==> config.mk <==
export PLATFORM = sky130hd
export DESIGN_NAME = simon_serial_ctrl_flat
export DESIGN_NICKNAME = d
export VERILOG_FILES = /design/src/rtl/simon_serial_ctrl_if.sv /design/src/rtl/simon_serial_ctrl.sv /design/src/flat_wrapper.sv
export SDC_FILE = /design/constraint.sdc
export NUM_CORES = 1
export LEC_CHECK = 0
export BUFFER_PORTS_ARGS = -buffer_cell sky130_fd_sc_hd__buf_2
export CAP_MARGIN = 0
export CORE_ASPECT_RATIO = 1.75
export CORE_MARGIN = 8
export CORE_UTILIZATION = 25
export DETAILED_ROUTE_END_ITERATION = 10
export PLACE_DENSITY = 0.38
export SLEW_MARGIN = 20
export SYNTH_ARGS = -nofsm -noshare
export SYNTH_HDL_FRONTEND = slang
export SYNTH_SLANG_ARGS = --single-unit
==> constraint.sdc <==
create_clock -name clk -period 3.6 [get_ports clk]
set_input_delay 0.36 -clock clk [delete_from_list [all_inputs] [get_ports clk]]
set_output_delay 0.36 -clock clk [all_outputs]
set_load 0.01 [all_outputs]
==> src/rtl/simon_serial_ctrl_if.sv <==
`default_nettype none
// ============================================================================
// Module      : simon_serial_ctrl_if
// Description : Bundles the host-side byte/command port and the bit-serial
//               cipher port of simon_serial_ctrl.
//               slave  - controller view (drives status, ct and cipher mode)
//               master - environment view (drives host and cipher responses)
// Ports       : host_data[7:0], host_wr, host_sel, start   host -> ctrl
//               busy, done, err, ct[BLOCK_W-1:0]            ctrl -> host
//               cipher_data_rdy[1:0], cipher_data_in,
//               cipher_debug                                ctrl -> cipher
//               cipher_out, cipher_valid                    cipher -> ctrl
// Revision    : 1.0 - initial release
// ============================================================================
interface simon_serial_ctrl_if #(
  parameter int BLOCK_W = 64
);
  logic [7:0]         host_data;
  logic               host_wr;
  logic               host_sel;
  logic               start;
  logic               busy;
  logic               done;
  logic               err;
  logic [BLOCK_W-1:0] ct;
  logic [1:0]         cipher_data_rdy;
  logic               cipher_data_in;
  logic               cipher_debug;
  logic               cipher_out;
  logic               cipher_valid;

  modport slave (
    input  host_data, host_wr, host_sel, start, cipher_out, cipher_valid,
    output busy, done, err, ct, cipher_data_rdy, cipher_data_in, cipher_debug
  );

  modport master (
    output host_data, host_wr, host_sel, start, cipher_out, cipher_valid,
    input  busy, done, err, ct, cipher_data_rdy, cipher_data_in, cipher_debug
  );
endinterface
`default_nettype wire

==> src/rtl/simon_serial_ctrl.sv <==
`default_nettype none
// ============================================================================
// Module      : simon_serial_ctrl
// Description : Host-side controller for a bit-serial SIMON block cipher.
//               Collects key/plaintext bytes, streams them LSB first into the
//               cipher, waits (bounded) for the cipher output and captures the
//               serial ciphertext into a parallel register.
// Ports       : clk    - single clock, rising edge
//               rst_n  - synchronous active-low reset
//               bus    - simon_serial_ctrl_if.slave (host + cipher signals)
// Revision    : 1.0 - initial release
// ============================================================================
module simon_serial_ctrl #(
  parameter int BLOCK_W = 64,
  parameter int KEY_W   = 128,
  parameter int TIMEOUT = 4096
) (
  input  logic               clk,
  input  logic               rst_n,
  simon_serial_ctrl_if.slave bus
);

  localparam int C_CNT_W  = $clog2(KEY_W) + 1;
  localparam int C_TMO_W  = $clog2(TIMEOUT) + 1;
  localparam int C_KIDX_W = $clog2(KEY_W);
  localparam int C_BIDX_W = $clog2(BLOCK_W);

  typedef enum logic [2:0] {
    S_IDLE     = 3'd0,
    S_LOAD_KEY = 3'd1,
    S_LOAD_PT  = 3'd2,
    S_ENCRYPT  = 3'd3,
    S_CAPTURE  = 3'd4,
    S_DONE     = 3'd5
  } state_t;

  state_t               r_state, w_state;
  logic [C_CNT_W-1:0]   r_cnt, w_cnt;
  logic [C_TMO_W-1:0]   r_tmo, w_tmo;
  logic [KEY_W-1:0]     r_key, w_key;
  logic [BLOCK_W-1:0]   r_pt, w_pt;
  logic [BLOCK_W-1:0]   r_ct, w_ct;
  logic                 r_key_seen, w_key_seen;
  logic                 r_key_dirty, w_key_dirty;
  logic                 w_err;
  logic [C_BIDX_W-1:0]  w_cap_idx;
  logic [1:0]           w_rdy;
  logic                 w_din;

  // Registered outputs
  logic                 r_busy, r_done, r_err, r_din;
  logic [1:0]           r_rdy;

  always_comb begin
    w_state     = r_state;
    w_cnt       = r_cnt;
    w_tmo       = r_tmo;
    w_key       = r_key;
    w_pt        = r_pt;
    w_ct        = r_ct;
    w_key_seen  = r_key_seen;
    w_key_dirty = r_key_dirty;
    w_err       = 1'b0;
    // The first bit lands during the ENCRYPT->CAPTURE edge, so in CAPTURE
    // the bit being written is one ahead of the per-state counter.
    w_cap_idx   = r_cnt[C_BIDX_W-1:0] + C_BIDX_W'(1);

    case (r_state)
      S_IDLE: begin
        if (bus.start) begin
          // A write coinciding with start is intentionally dropped.
          if (!r_key_seen) begin
            w_err = 1'b1;
          end else if (r_key_dirty) begin
            w_state = S_LOAD_KEY;
          end else begin
            w_state = S_LOAD_PT;
          end
        end else if (bus.host_wr) begin
          if (bus.host_sel) begin
            w_key       = {r_key[KEY_W-9:0], bus.host_data};
            w_key_seen  = 1'b1;
            w_key_dirty = 1'b1;
          end else begin
            w_pt = {r_pt[BLOCK_W-9:0], bus.host_data};
          end
        end
      end

      S_LOAD_KEY: begin
        if (r_cnt == C_CNT_W'(KEY_W - 1)) begin
          w_state     = S_LOAD_PT;
          w_key_dirty = 1'b0;
        end else begin
          w_cnt = r_cnt + C_CNT_W'(1);
        end
      end

      S_LOAD_PT: begin
        if (r_cnt == C_CNT_W'(BLOCK_W - 1)) begin
          w_state = S_ENCRYPT;
        end else begin
          w_cnt = r_cnt + C_CNT_W'(1);
        end
      end

      S_ENCRYPT: begin
        if (bus.cipher_valid) begin
          w_ct[0] = bus.cipher_out;
          w_state = S_CAPTURE;
        end else if (r_tmo == C_TMO_W'(TIMEOUT - 1)) begin
          w_err   = 1'b1;
          w_state = S_IDLE;
        end else begin
          w_tmo = r_tmo + C_TMO_W'(1);
        end
      end

      S_CAPTURE: begin
        if (bus.cipher_valid) begin
          w_ct[w_cap_idx] = bus.cipher_out;
          if (r_cnt == C_CNT_W'(BLOCK_W - 2)) begin
            w_state = S_DONE;
          end else begin
            w_cnt = r_cnt + C_CNT_W'(1);
          end
        end else begin
          // Cipher stream broke: its internal state is suspect, so force a
          // full key reload on the next run. ct keeps the partial capture.
          w_err       = 1'b1;
          w_key_dirty = 1'b1;
          w_state     = S_IDLE;
        end
      end

      S_DONE: begin
        w_state = S_IDLE;
      end

      default: begin
        w_state = S_IDLE;
      end
    endcase

    if (w_state != r_state) begin
      w_cnt = '0;
      w_tmo = '0;
    end

    // Output decode for the state being entered, so the registered outputs
    // line up with the state register.
    w_rdy = 2'd0;
    w_din = 1'b0;
    case (w_state)
      S_LOAD_KEY: begin
        w_rdy = 2'd2;
        w_din = r_key[w_cnt[C_KIDX_W-1:0]];
      end
      S_LOAD_PT: begin
        w_rdy = 2'd1;
        w_din = r_pt[w_cnt[C_BIDX_W-1:0]];
      end
      S_ENCRYPT, S_CAPTURE: begin
        w_rdy = 2'd3;
      end
      default: begin
        w_rdy = 2'd0;
      end
    endcase
  end

  always_ff @(posedge clk) begin
    if (!rst_n) begin
      r_state     <= S_IDLE;
      r_cnt       <= '0;
      r_tmo       <= '0;
      r_key       <= '0;
      r_pt        <= '0;
      r_ct        <= '0;
      r_key_seen  <= 1'b0;
      r_key_dirty <= 1'b0;
      r_busy      <= 1'b0;
      r_done      <= 1'b0;
      r_err       <= 1'b0;
      r_rdy       <= 2'd0;
      r_din       <= 1'b0;
    end else begin
      r_state     <= w_state;
      r_cnt       <= w_cnt;
      r_tmo       <= w_tmo;
      r_key       <= w_key;
      r_pt        <= w_pt;
      r_ct        <= w_ct;
      r_key_seen  <= w_key_seen;
      r_key_dirty <= w_key_dirty;
      r_busy      <= (w_state != S_IDLE);
      r_done      <= (w_state == S_DONE);
      r_err       <= w_err;
      r_rdy       <= w_rdy;
      r_din       <= w_din;
    end
  end

  assign bus.busy            = r_busy;
  assign bus.done            = r_done;
  assign bus.err             = r_err;
  assign bus.ct              = r_ct;
  assign bus.cipher_data_rdy = r_rdy;
  assign bus.cipher_data_in  = r_din;
  assign bus.cipher_debug    = 1'b0;

endmodule
`default_nettype wire

==> src/flat_wrapper.sv <==
// flat-port wrapper written by rule: the top's interface ports become plain ports
module simon_serial_ctrl_flat 
#(
  parameter int BLOCK_W = 64,
  parameter int KEY_W   = 128,
  parameter int TIMEOUT = 4096
)
  (clk, rst_n, bus_host_data, bus_host_wr, bus_host_sel, bus_start, bus_cipher_out, bus_cipher_valid, bus_busy, bus_done, bus_err, bus_ct, bus_cipher_data_rdy, bus_cipher_data_in, bus_cipher_debug);
  simon_serial_ctrl_if #(.BLOCK_W(BLOCK_W)) bus_i ();
  input  logic clk;
  input  logic rst_n;
  input wire logic [$bits(bus_i.host_data)-1:0] bus_host_data;
  input wire logic [$bits(bus_i.host_wr)-1:0] bus_host_wr;
  input wire logic [$bits(bus_i.host_sel)-1:0] bus_host_sel;
  input wire logic [$bits(bus_i.start)-1:0] bus_start;
  input wire logic [$bits(bus_i.cipher_out)-1:0] bus_cipher_out;
  input wire logic [$bits(bus_i.cipher_valid)-1:0] bus_cipher_valid;
  output wire logic [$bits(bus_i.busy)-1:0] bus_busy;
  output wire logic [$bits(bus_i.done)-1:0] bus_done;
  output wire logic [$bits(bus_i.err)-1:0] bus_err;
  output wire logic [$bits(bus_i.ct)-1:0] bus_ct;
  output wire logic [$bits(bus_i.cipher_data_rdy)-1:0] bus_cipher_data_rdy;
  output wire logic [$bits(bus_i.cipher_data_in)-1:0] bus_cipher_data_in;
  output wire logic [$bits(bus_i.cipher_debug)-1:0] bus_cipher_debug;
  assign bus_i.host_data = bus_host_data;
  assign bus_i.host_wr = bus_host_wr;
  assign bus_i.host_sel = bus_host_sel;
  assign bus_i.start = bus_start;
  assign bus_i.cipher_out = bus_cipher_out;
  assign bus_i.cipher_valid = bus_cipher_valid;
  assign bus_busy = bus_i.busy;
  assign bus_done = bus_i.done;
  assign bus_err = bus_i.err;
  assign bus_ct = bus_i.ct;
  assign bus_cipher_data_rdy = bus_i.cipher_data_rdy;
  assign bus_cipher_data_in = bus_i.cipher_data_in;
  assign bus_cipher_debug = bus_i.cipher_debug;
  simon_serial_ctrl #(.BLOCK_W(BLOCK_W), .KEY_W(KEY_W), .TIMEOUT(TIMEOUT)) u_core (.clk(clk), .rst_n(rst_n), .bus(bus_i));
endmodule
==> impl_metrics.toml, run 1 <==
[logic_synthesis]
synthCells = 1766
ys_seq_elements = 288
synth_top_cell_area_share = 0.434
synth_cell_types = 87
synthFlopType = "dfxtp_1"
syn_area_per_cell_um2 = 7.52
syn_area_um2 = 13300
synth-seq-area-share = 0.434
synth.top_cells.by_area = "dfxtp_1 43%, nand2_1 15%, a21oi_1 11%, nand3_1 3.3%, clkbuf_1 2.9%"
syn_nets = 1784
synthArstFlopShare = 0
synth_largest_area_cell = "dfxtp_1"
synth_edf_count = 0
synth_commonest_cells = "536 x nand2_1, 288 x dfxtp_1, 281 x a21oi_1"
synth_most_common_cell = "nand2_1"
yosysWarnings = 0

[global_route]
grt_pass1_vias = 12700
antenna_found_initial = 0
overflow = 0
grt_start_max_net_pins = 160
grt_use_total = 0.162
grt_pass1_wl_um = 77800

[job]
maxCapViolCount = 0

[clock_network]
clock-sinks = 288
clk_pin_slew_ps = 60
cts_tree = "built"
clkLatencyLatePin_ps = 600
numCtsBuffers = 31
htreeDepth = 1
clock_path_buffers = 3
cts_root_buffer = "clkbuf_16"

[critical_path]
path_cells = "ha_2 -> nand3_4 -> o32ai_4 -> a22oi_4 -> buf_4 -> xnor2_4 -> buf_4 -> clkbuf_16 -> nand2_1 -> a31oi_1 -> a311oi_1 -> a211o_1 -> o211a_1 -> o311ai_2"
path_common_cell = "buf_4"
cp_slowest_stage_delay_ps = 370
cp_max_fo = 10
crit_type = "register to register"
timing.rr.end = "u_core.bus.cipher_data_in"
reg2reg_slack_ps = 130
cp-end-kind = "register"
worst-path-buf-inv = 3
rr_startpoint = "u_core.r_cnt[0]"
cp.required_ps = 4080
path_delay_family = "compound AO/OA/AOI/OAI gates"
arrival_ps = 3960
reg2regPathDepth = 14
start_kind = "register"
cp_slowest_cell = "dfxtp_1"

[final_layout]
finalInstanceArea_um2 = 16400
area_growth_pct = 23.5
diodes = 0
fin_util = 0.309
final_net_count = 1897
drive_gt1_frac = 0.166

[sta]
setup_viol_count_final = 0
worst_pin_slew_ps = 1060
skew_ps = 27.7
drv_slew = 0
rsz0062_at_grt = "no"
slew_headroom = 0.292
hold_viol_final = 0
period_share = 0.965
max_freq_mhz = 288
post-route-min-period_ps = 3470

[hold_path]
hp-start = "rst_n"
min_to = "u_core.r_state[0]"
holdPathStages = 3
min_path_type = "primary input to register"

[outcome]
status = "finished, final reports clean"

[drt]
drtIter0Drc = 730
routed_wl_um = 51100
drt_pre_antenna_iters = 7
wl_per_cell_um = 19.8
vias = 12800
drc = 0
via_per_inst = 4.96
antenna_left = 0

[die]
rows = 112
dieArea_um2 = 61000
die_h_um = 321
fp.coreArea_um2 = 53000
io_pins = 86
die_width_um = 190
initial_core_util = 0.251

[power]
power.density_nw_per_um2 = 444
ir_drop_mv = 0.346
cellLeakagePower_nw = 5.51

[placement]
placed_area_um2 = 15000
port-buffer-count = 84
gp_congestion = 0.845
dp_hpwl_um = 36300
[what timing repair did]
item	in CTS	in global routing
endpoints found under the setup margin	1	1
pin swaps	5	6
gates cloned	1	1
endpoints found under the hold margin	13	0
hold buffers	8	0
buffers inserted	4	4
resized for setup	10	9
[flip-flops by register name, summed over array words and instances (netlist names)]
| name | count |
|---|---|
| u_core.r_state | 3 |
| u_core.r_pt | 64 |
| u_core.r_key_seen | 1 |
| u_core.r_key | 128 |
| u_core.bus.cipher_data_rdy | 2 |
| u_core.bus.cipher_data_in | 1 |
| u_core.bus.err | 1 |
| u_core.bus.ct | 64 |
| u_core.r_tmo | 13 |
| u_core.r_cnt | 8 |
| u_core.bus.done | 1 |
| u_core.bus.busy | 1 |
| u_core.r_key_dirty | 1 |
[cells by family (layout without fill, tap and decap cells)]
kind of cell,count (synthesis),count (layout),synth area share
AO/OA/AOI/OAI,470,470,0.215
XOR/XNOR,21,21,0.0158
adder cells (fa/ha/maj),3,3,0.00283
buffers and inverters,163,299,0.0533
flip-flops,288,288,0.434
multiplexers,34,34,0.0263
other,1,1,0.000282
AND/OR/NAND/NOR,786,786,0.252
[worst max-delay path by stage]
stage | start | endpoint | slack, ps | depth (start not counted)
finish | u_core.r_cnt[0] | u_core.bus.cipher_data_in | 130 | 14
global route | u_core.r_cnt[0] | u_core.bus.cipher_data_in | 2 | 14
CTS | u_core.r_cnt[1] | u_core.bus.cipher_data_in | 30 | 13
detailed placement | u_core.r_cnt[1] | u_core.bus.cipher_data_in | -370 | 12
global placement | u_core.r_cnt[1] | u_core.bus.cipher_data_in | -270 | 12
floorplan | u_core.r_cnt[0] | u_core.bus.cipher_data_in | 170 | 16
[worst min-delay path: stages]
cell and delay (ps):
buf_2 170, nand2_1 100, inv_1 40
[power by group]
part           leakage, nW  switching, mW  total [mW]  internal [mW]
sequential            2.32         0.0124        3.21           3.20
clock                0.548           1.43        3.56           2.14
combinational         2.64          0.338       0.503          0.165
[metal layers]
layer  up-vias  wire length (um)  track usage
met2       260             28000        0.314
met5         -                 0            0
met1      6146             19400        0.172
met3        88              1760       0.0228
met4         0              1880       0.0612
li1       6327                 -            -
[cells in the final DEF (no fill, tap or decap), types with 19 or more instances in the layout]
cell,n
a21oi_1,281
buf_2,83
buf_4,119
clkbuf_16,32
dfxtp_1,287
inv_1,19
mux2i_1,27
nand2_1,535
nand3_1,88
nor2_1,70
nor3_1,22
o21ai_0,45
[area by class of cell]
cell class,count,area (um2)
clock buffers,40,870
repair buffers,223,1650
fillers,5770,36600
clock inverters,16,260
well taps,684,856
flip-flops and latches,288,5770
multi-input cells,1315,6910
inverters,20,82.6
[metrics by stage]
stage	setup TNS (ps)	setup slack, ps	power (mW)	hold WS [ps]	cells
2_1_floorplan	0	175	3.55	420	1766
3_3_place_gp	-268	-268	3.75	442	2512
3_5_place_dp	-367	-367	3.75	442	2512
4_1_cts	0	26.2	7.40	101	2581
5_1_grt	0	1.56	7.55	122	2586
6_report	0	126	7.28	124	2586
Power figures use the tool's default switching activity.
==> run 2: changes to the inputs <==
- ABC_AREA: not set -> 1
==> impl_metrics.toml, run 2 <==
[global_route]
grt_start_max_net_pins = 147
overflow = 0
grt_pass1_wl_um = 69200
antenna_found_initial = 2
grt_use_total = 0.144
grt_pass1_vias = 12100

[logic_synthesis]
synth_compound_area_frac = 0.161
synth_fa_ha_area_frac = 0.00294
synth_edf_count = 0
synth_largest_area_cell = "dfxtp_1"
synthXorXnorAreaFrac = 0.00617
yosys.area_share.simple = 0.303
synthFlopType = "dfxtp_1"
ys_seq_elements = 288
muxShareOfSynthArea = 0
synth-seq-area-share = 0.451
synth_top_family_by_area = "simple AND/OR/NAND/NOR gates"
synth.top_cells.by_area = "dfxtp_1 45%, nor2_1 13%, o21ai_0 9.3%, nand3_1 7.9%, nand2_1 7.8%"
synth_cell_types = 37
synthArstFlopShare = 0
synth_commonest_cells = "432 x nor2_1, 288 x dfxtp_1, 265 x nand2_1"
yosysWarnings = 0
synthCells = 1849
syn_area_per_cell_um2 = 6.91
syn_nets = 1867
synth_most_common_cell = "nor2_1"
synth_top_cell_area_share = 0.451
syn_area_um2 = 12800

[clock_network]
clkLatencyLatePin_ps = 590
htreeDepth = 1
clk_pin_slew_ps = 70
clock_path_buffers = 3
cts_root_buffer = "clkbuf_16"
clock-sinks = 288
numCtsBuffers = 30
cts_tree = "built"

[critical_path]
arrival_ps = 3730
path_cells = "ha_1 -> nand2_1 -> nor2_4 -> nand2_2 -> nor2_2 -> nor2_1 -> nand2_1 -> nand2_1 -> nand2_2 -> nand4_2 -> inv_4 -> buf_12 -> nand3_1 -> nand3_1 -> nand3_1 -> nand3_1 -> nand3_1 -> nand2_1 -> nand2_1 -> nand3_1 -> a21oi_1"
start_kind = "register"
cp-end-kind = "register"
cp_max_fo = 19
path_delay_family = "simple AND/OR/NAND/NOR gates"
cp_slowest_cell = "dfxtp_1"
cp.required_ps = 4080
crit_type = "register to register"
path_common_cell = "nand3_1"
cp_slowest_stage_delay_ps = 450
worst-path-buf-inv = 2

[drt]
drc = 0
antenna_left = 0
wl_met1_um = 17900
via_per_inst = 4.69
drt_pre_antenna_iters = 5
vias = 12100
routed_wl_um = 43100
routed-wl-met2_um = 22400
wl_met3_um = 1400
top_layer = "met4"
wl_per_cell_um = 16.7
drtIter0Drc = 622

[final_layout]
multi_input_area_um2 = 6060
fin_util = 0.297
area_growth_pct = 17.2
seq_area_um2 = 5770
largest_reg_flops = 128
final_common_cell = "nor2_1"
nFillCells = 5612
top_register = "u_core.r_key"
final_net_count = 1908
final-instance-count-excl-fill = 2581
drive_gt1_frac = 0.109
mostFrequentLayoutCells = "431 x nor2_1, 288 x dfxtp_1, 265 x nand2_1"

[die]
die_width_um = 187
fp.coreArea_um2 = 50500
initial_core_util = 0.253
io_pins = 86
die_h_um = 315
rows = 109
dieArea_um2 = 58900

[sta]
rsz0062_at_grt = "no"
skew_ps = 23.8
post-route-min-period_ps = 3250
drv_slew = 0
slew_headroom = 0.365
setup_viol_count_final = 0
max_freq_mhz = 308
final.setup.tns_ps = 0
whs_ps = 46.7
hold_viol_final = 0
period_share = 0.903
worst_pin_slew_ps = 952

[placement]
gp_congestion = 0.832
port-buffer-count = 84
dp.cells = 2518
dp_hpwl_um = 28800

[power]
ir_drop_mv = 0.427
power.density_nw_per_um2 = 669
cellLeakagePower_nw = 6.42
p_switching_mw = 3.78
pwr-share-comb = 0.306
switching_share = 0.378
power.share.clock = 0.313
pwr-share-seq = 0.381
p_int_mw = 6.23

[hold_path]
min_path_type = "primary input to register"

[outcome]
status = "finished, final reports clean"

[job]
maxCapViolCount = 0
==> run 2: cell types whose count changed after synthesis, sizes merged, moves of 14 or more <==
cell | before | now
a21oi | 282 | 109
a31oi | 20 | 2
inv | 20 | 106
nand2 | 537 | 268
nand3 | 89 | 203
a311oi | 14 | 28
nor2 | 73 | 440
o21ai | 53 | 239
mux2i | 27 | 0
==> run 2: routing by layer <==
layer	vias to the layer above	track usage
met4	0	0.0543
met5	-	0
li1	6153	-
met3	68	0.0201
met2	206	0.274
met1	5683	0.160
==> run 2: tightest hold or removal path, cell delays in order <==
cell	delay [ps]
buf_2	110
nor2_1	50
nor2_1	80
==> run 2: cells by family (layout without fill, tap and decap cells) <==
| family | Yosys count | after routing |
|---|---|---|
| AO/OA/AOI/OAI | 383 | 383 |
| other | 1 | 2 |
| AND/OR/NAND/NOR | 932 | 932 |
| XOR/XNOR | 9 | 9 |
| buffers and inverters | 233 | 298 |
| adder cells (fa/ha/maj) | 3 | 3 |
| flip-flops | 288 | 288 |
==> run 2: worst paths after layout <==
| path | to | slack, ps | from | depth (start not counted) |
|---|---|---|---|---|
| max | u_core.bus.cipher_data_in | 350 | u_core.r_cnt[0] | 21 |
| min | u_core.r_pt[0] | 50 | bus_host_data[0] | 3 |
| max reg2reg | u_core.bus.cipher_data_in | 350 | u_core.r_cnt[0] | 21 |
| min reg2reg | u_core.bus.ct[26] | 440 | u_core.bus.ct[26] | 2 |
==> run 2: final cells by class <==
| cell class | count | share of cell area |
|---|---|---|
| Antenna cell | 1 | 0.000167 |
| Clock buffer | 44 | 0.0583 |
| Clock inverter | 12 | 0.00710 |
| Inverter | 106 | 0.0271 |
| Multi-Input combinational cell | 1328 | 0.405 |
| Sequential cell | 288 | 0.385 |
| Tap cell | 666 | 0.0557 |
| Timing Repair Buffer | 136 | 0.0617 |
==> run 2: power by group through the flow <==
stage                     registers (mW)  clock network, mW  logic, mW
after floorplan                     3.79                  0       2.15
after global placement              3.89                  0       3.08
after detailed placement            3.88                  0       3.07
after CTS                           3.82               3.26       3.09
after global routing                3.86               3.37       3.48
final                               3.82               3.14       3.06
==> run 2: timing repair <==
item / 4_1_cts / 5_1_grt
hold buffers: 4 / 0
gates resized for setup: 0 / 5
setup endpoints to repair: 0 / 1
endpoints found under the hold margin: 6 / 0
setup buffers: 0 / 2
==> run 2: stage by stage <==
step / worst slack (ps) / area (um2) / total power [mW]
finish: 348 / 15000 / 10.0
global route: 30.0 / 15000 / 10.7
detailed placement: 237 / 13900 / 6.96
CTS: 225 / 14900 / 10.2
global placement: 280 / 13900 / 6.97
floorplan: 1080 / 12800 / 5.94
==> run 3: changes to the inputs <==
- CORE_MARGIN: 8 -> 2
==> impl_metrics.toml, run 3 (synthesis gave the netlist of run 2 again) <==
[critical_path]
path_common_cell = "nand3_1"
crit_path_start = "u_core.r_cnt[0]"
cp_slowest_stage_delay_ps = 410
crit_type = "register to register"
path_cells = "ha_1 -> nand2_1 -> nor2_4 -> nand2_2 -> nand2_1 -> nand2_1 -> nor2_2 -> nand2_1 -> nand2_4 -> nand4_4 -> buf_12 -> o21ai_0 -> nand3_1 -> nand3_1 -> nand3_1 -> nand3_1 -> nand3_1 -> a21oi_1"
cp_max_fo = 76
worst-path-buf-inv = 1
cp.required_ps = 4090
path_delay_family = "simple AND/OR/NAND/NOR gates"
start_kind = "register"
rr_startpoint = "u_core.r_cnt[0]"
cp_slowest_cell = "dfxtp_1"
arrival_ps = 3770
cp-end-kind = "register"

[die]
rows = 109
io_pins = 86
die_width_um = 175
dieArea_um2 = 53000
die_h_um = 303
fp.coreArea_um2 = 50500
initial_core_util = 0.253

[final_layout]
top_register = "u_core.r_key"
drive_gt1_frac = 0.106
mostFrequentLayoutCells = "431 x nor2_1, 288 x dfxtp_1, 264 x nand2_1"
final_common_cell = "nor2_1"
largest_reg_flops = 128
area_growth_pct = 17.1
final_net_count = 1902

[power]
cellLeakagePower_nw = 6.40
p_switching_mw = 3.81
pwr-share-seq = 0.375
power.density_nw_per_um2 = 681
power.share.clock = 0.323
switching_share = 0.374
p_int_mw = 6.37
pwr-share-comb = 0.301
ir_drop_mv = 0.407

[drt]
vias = 12100
routed_wl_um = 43600
antenna_left = 0
via_per_inst = 4.71
drc = 0
drtIter0Drc = 679
wl_per_cell_um = 17.0
drt_pre_antenna_iters = 5

[clock_network]
clock_path_buffers = 3
clock-sinks = 288
clkLatencyLatePin_ps = 590
numCtsBuffers = 30
cts_root_buffer = "clkbuf_16"
cts_tree = "built"
htreeDepth = 1
clk_pin_slew_ps = 60
cts_setup_buffers = 0

[sta]
drv_slew = 0
layout_setup_ws_ps = 327
post-route-min-period_ps = 3270
setup_viol_count_final = 0
final.setup.tns_ps = 0
period_share = 0.909
worst_pin_slew_ps = 865
skew_ps = 28.3
hold_viol_final = 0
max_freq_mhz = 306
whs_ps = 40.1
slew_headroom = 0.421
rsz0062_at_grt = "no"

[placement]
port-buffer-count = 84
gp_congestion = 0.808
place_ws_ps = 289
dp_hpwl_um = 28700

[global_route]
grt_use_total = 0.160
use_met1 = 0.178
grt_pass1_wl_um = 67400
grt_busiest_layer = "met2"
overflow = 0
met2_usage = 0.310
grt_pass1_vias = 11700
grt.met3_usage = 0.0209
grt_start_max_net_pins = 130
antenna_found_initial = 3

[job]
maxCapViolCount = 0

[hold_path]
min_path_type = "primary input to register"
hp-start = "bus_host_data[7]"

[outcome]
status = "finished, final reports clean"
run 3: cell count changes in the layout (fill, tap and decap cells not counted), sizes merged:
cell         before  now
clkinv           10    4
buf             132  128
dlygate4sd3       4    1
bufinv            1    4
clkbuf           44   46
run 3: through the flow:
step                instances  utilization  power, mW  cell area, um2
CTS                      2571        0.296       10.3           14900
finish                   2573        0.296       10.2           15000
global route             2572        0.296       10.8           14900
detailed placement       2516        0.275       6.90           13900
global placement         2516        0.275       6.90           13900
floorplan                1849            -       5.94           12800
run 3: power groups by stage:
stage                     clock, mW  combinational [mW]  sequential [mW]
after global routing           3.51                3.42             3.86
final                          3.29                3.07             3.82
after detailed placement          0                3.01             3.89
after global placement            0                3.01             3.89
after CTS                      3.42                3.02             3.82
after floorplan                   0                2.15             3.79
run 3: final cells by class:
class                   instances  area (um2)
repair buffers                130         851
fillers                      5653       35500
well taps                     666         833
flip-flops and latches        288        5770
multi-input cells            1328        6070
clock inverters                 9         159
inverters                     106         403
clock buffers                  45         867
diodes                          1        2.50
run 3: repair_timing:
item / 4_1_cts / 5_1_grt
hold buffers: 1 / 0
endpoints found under the setup margin: 0 / 1
endpoints found under the hold margin: 1 / 0
resized for setup: 0 / 4
run 3: worst register-to-register path, delay by kind of cell, from the launching register on:
family / cells / cell delay [ps]
buffers and inverters: 1 / 230
flip-flops: 1 / 410
adder cells (fa/ha/maj): 1 / 190
AO/OA/AOI/OAI: 2 / 550
AND/OR/NAND/NOR: 14 / 1820
run 3: final timing paths:
path                                    end  slack, ps  cells past startpoint
hold reg to reg           u_core.bus.ct[26]        440                      2
setup / recovery  u_core.bus.cipher_data_in        330                     18
setup reg to reg  u_core.bus.cipher_data_in        330                     18
hold / removal              u_core.r_key[7]         40                      3
run 3: metal layers:
layer	part of all wire	up-vias
li1	-	6144
met1	0.40	5676
met2	0.53	237
met3	0.038	64
met4	0.030	4
met5	0.00053	-
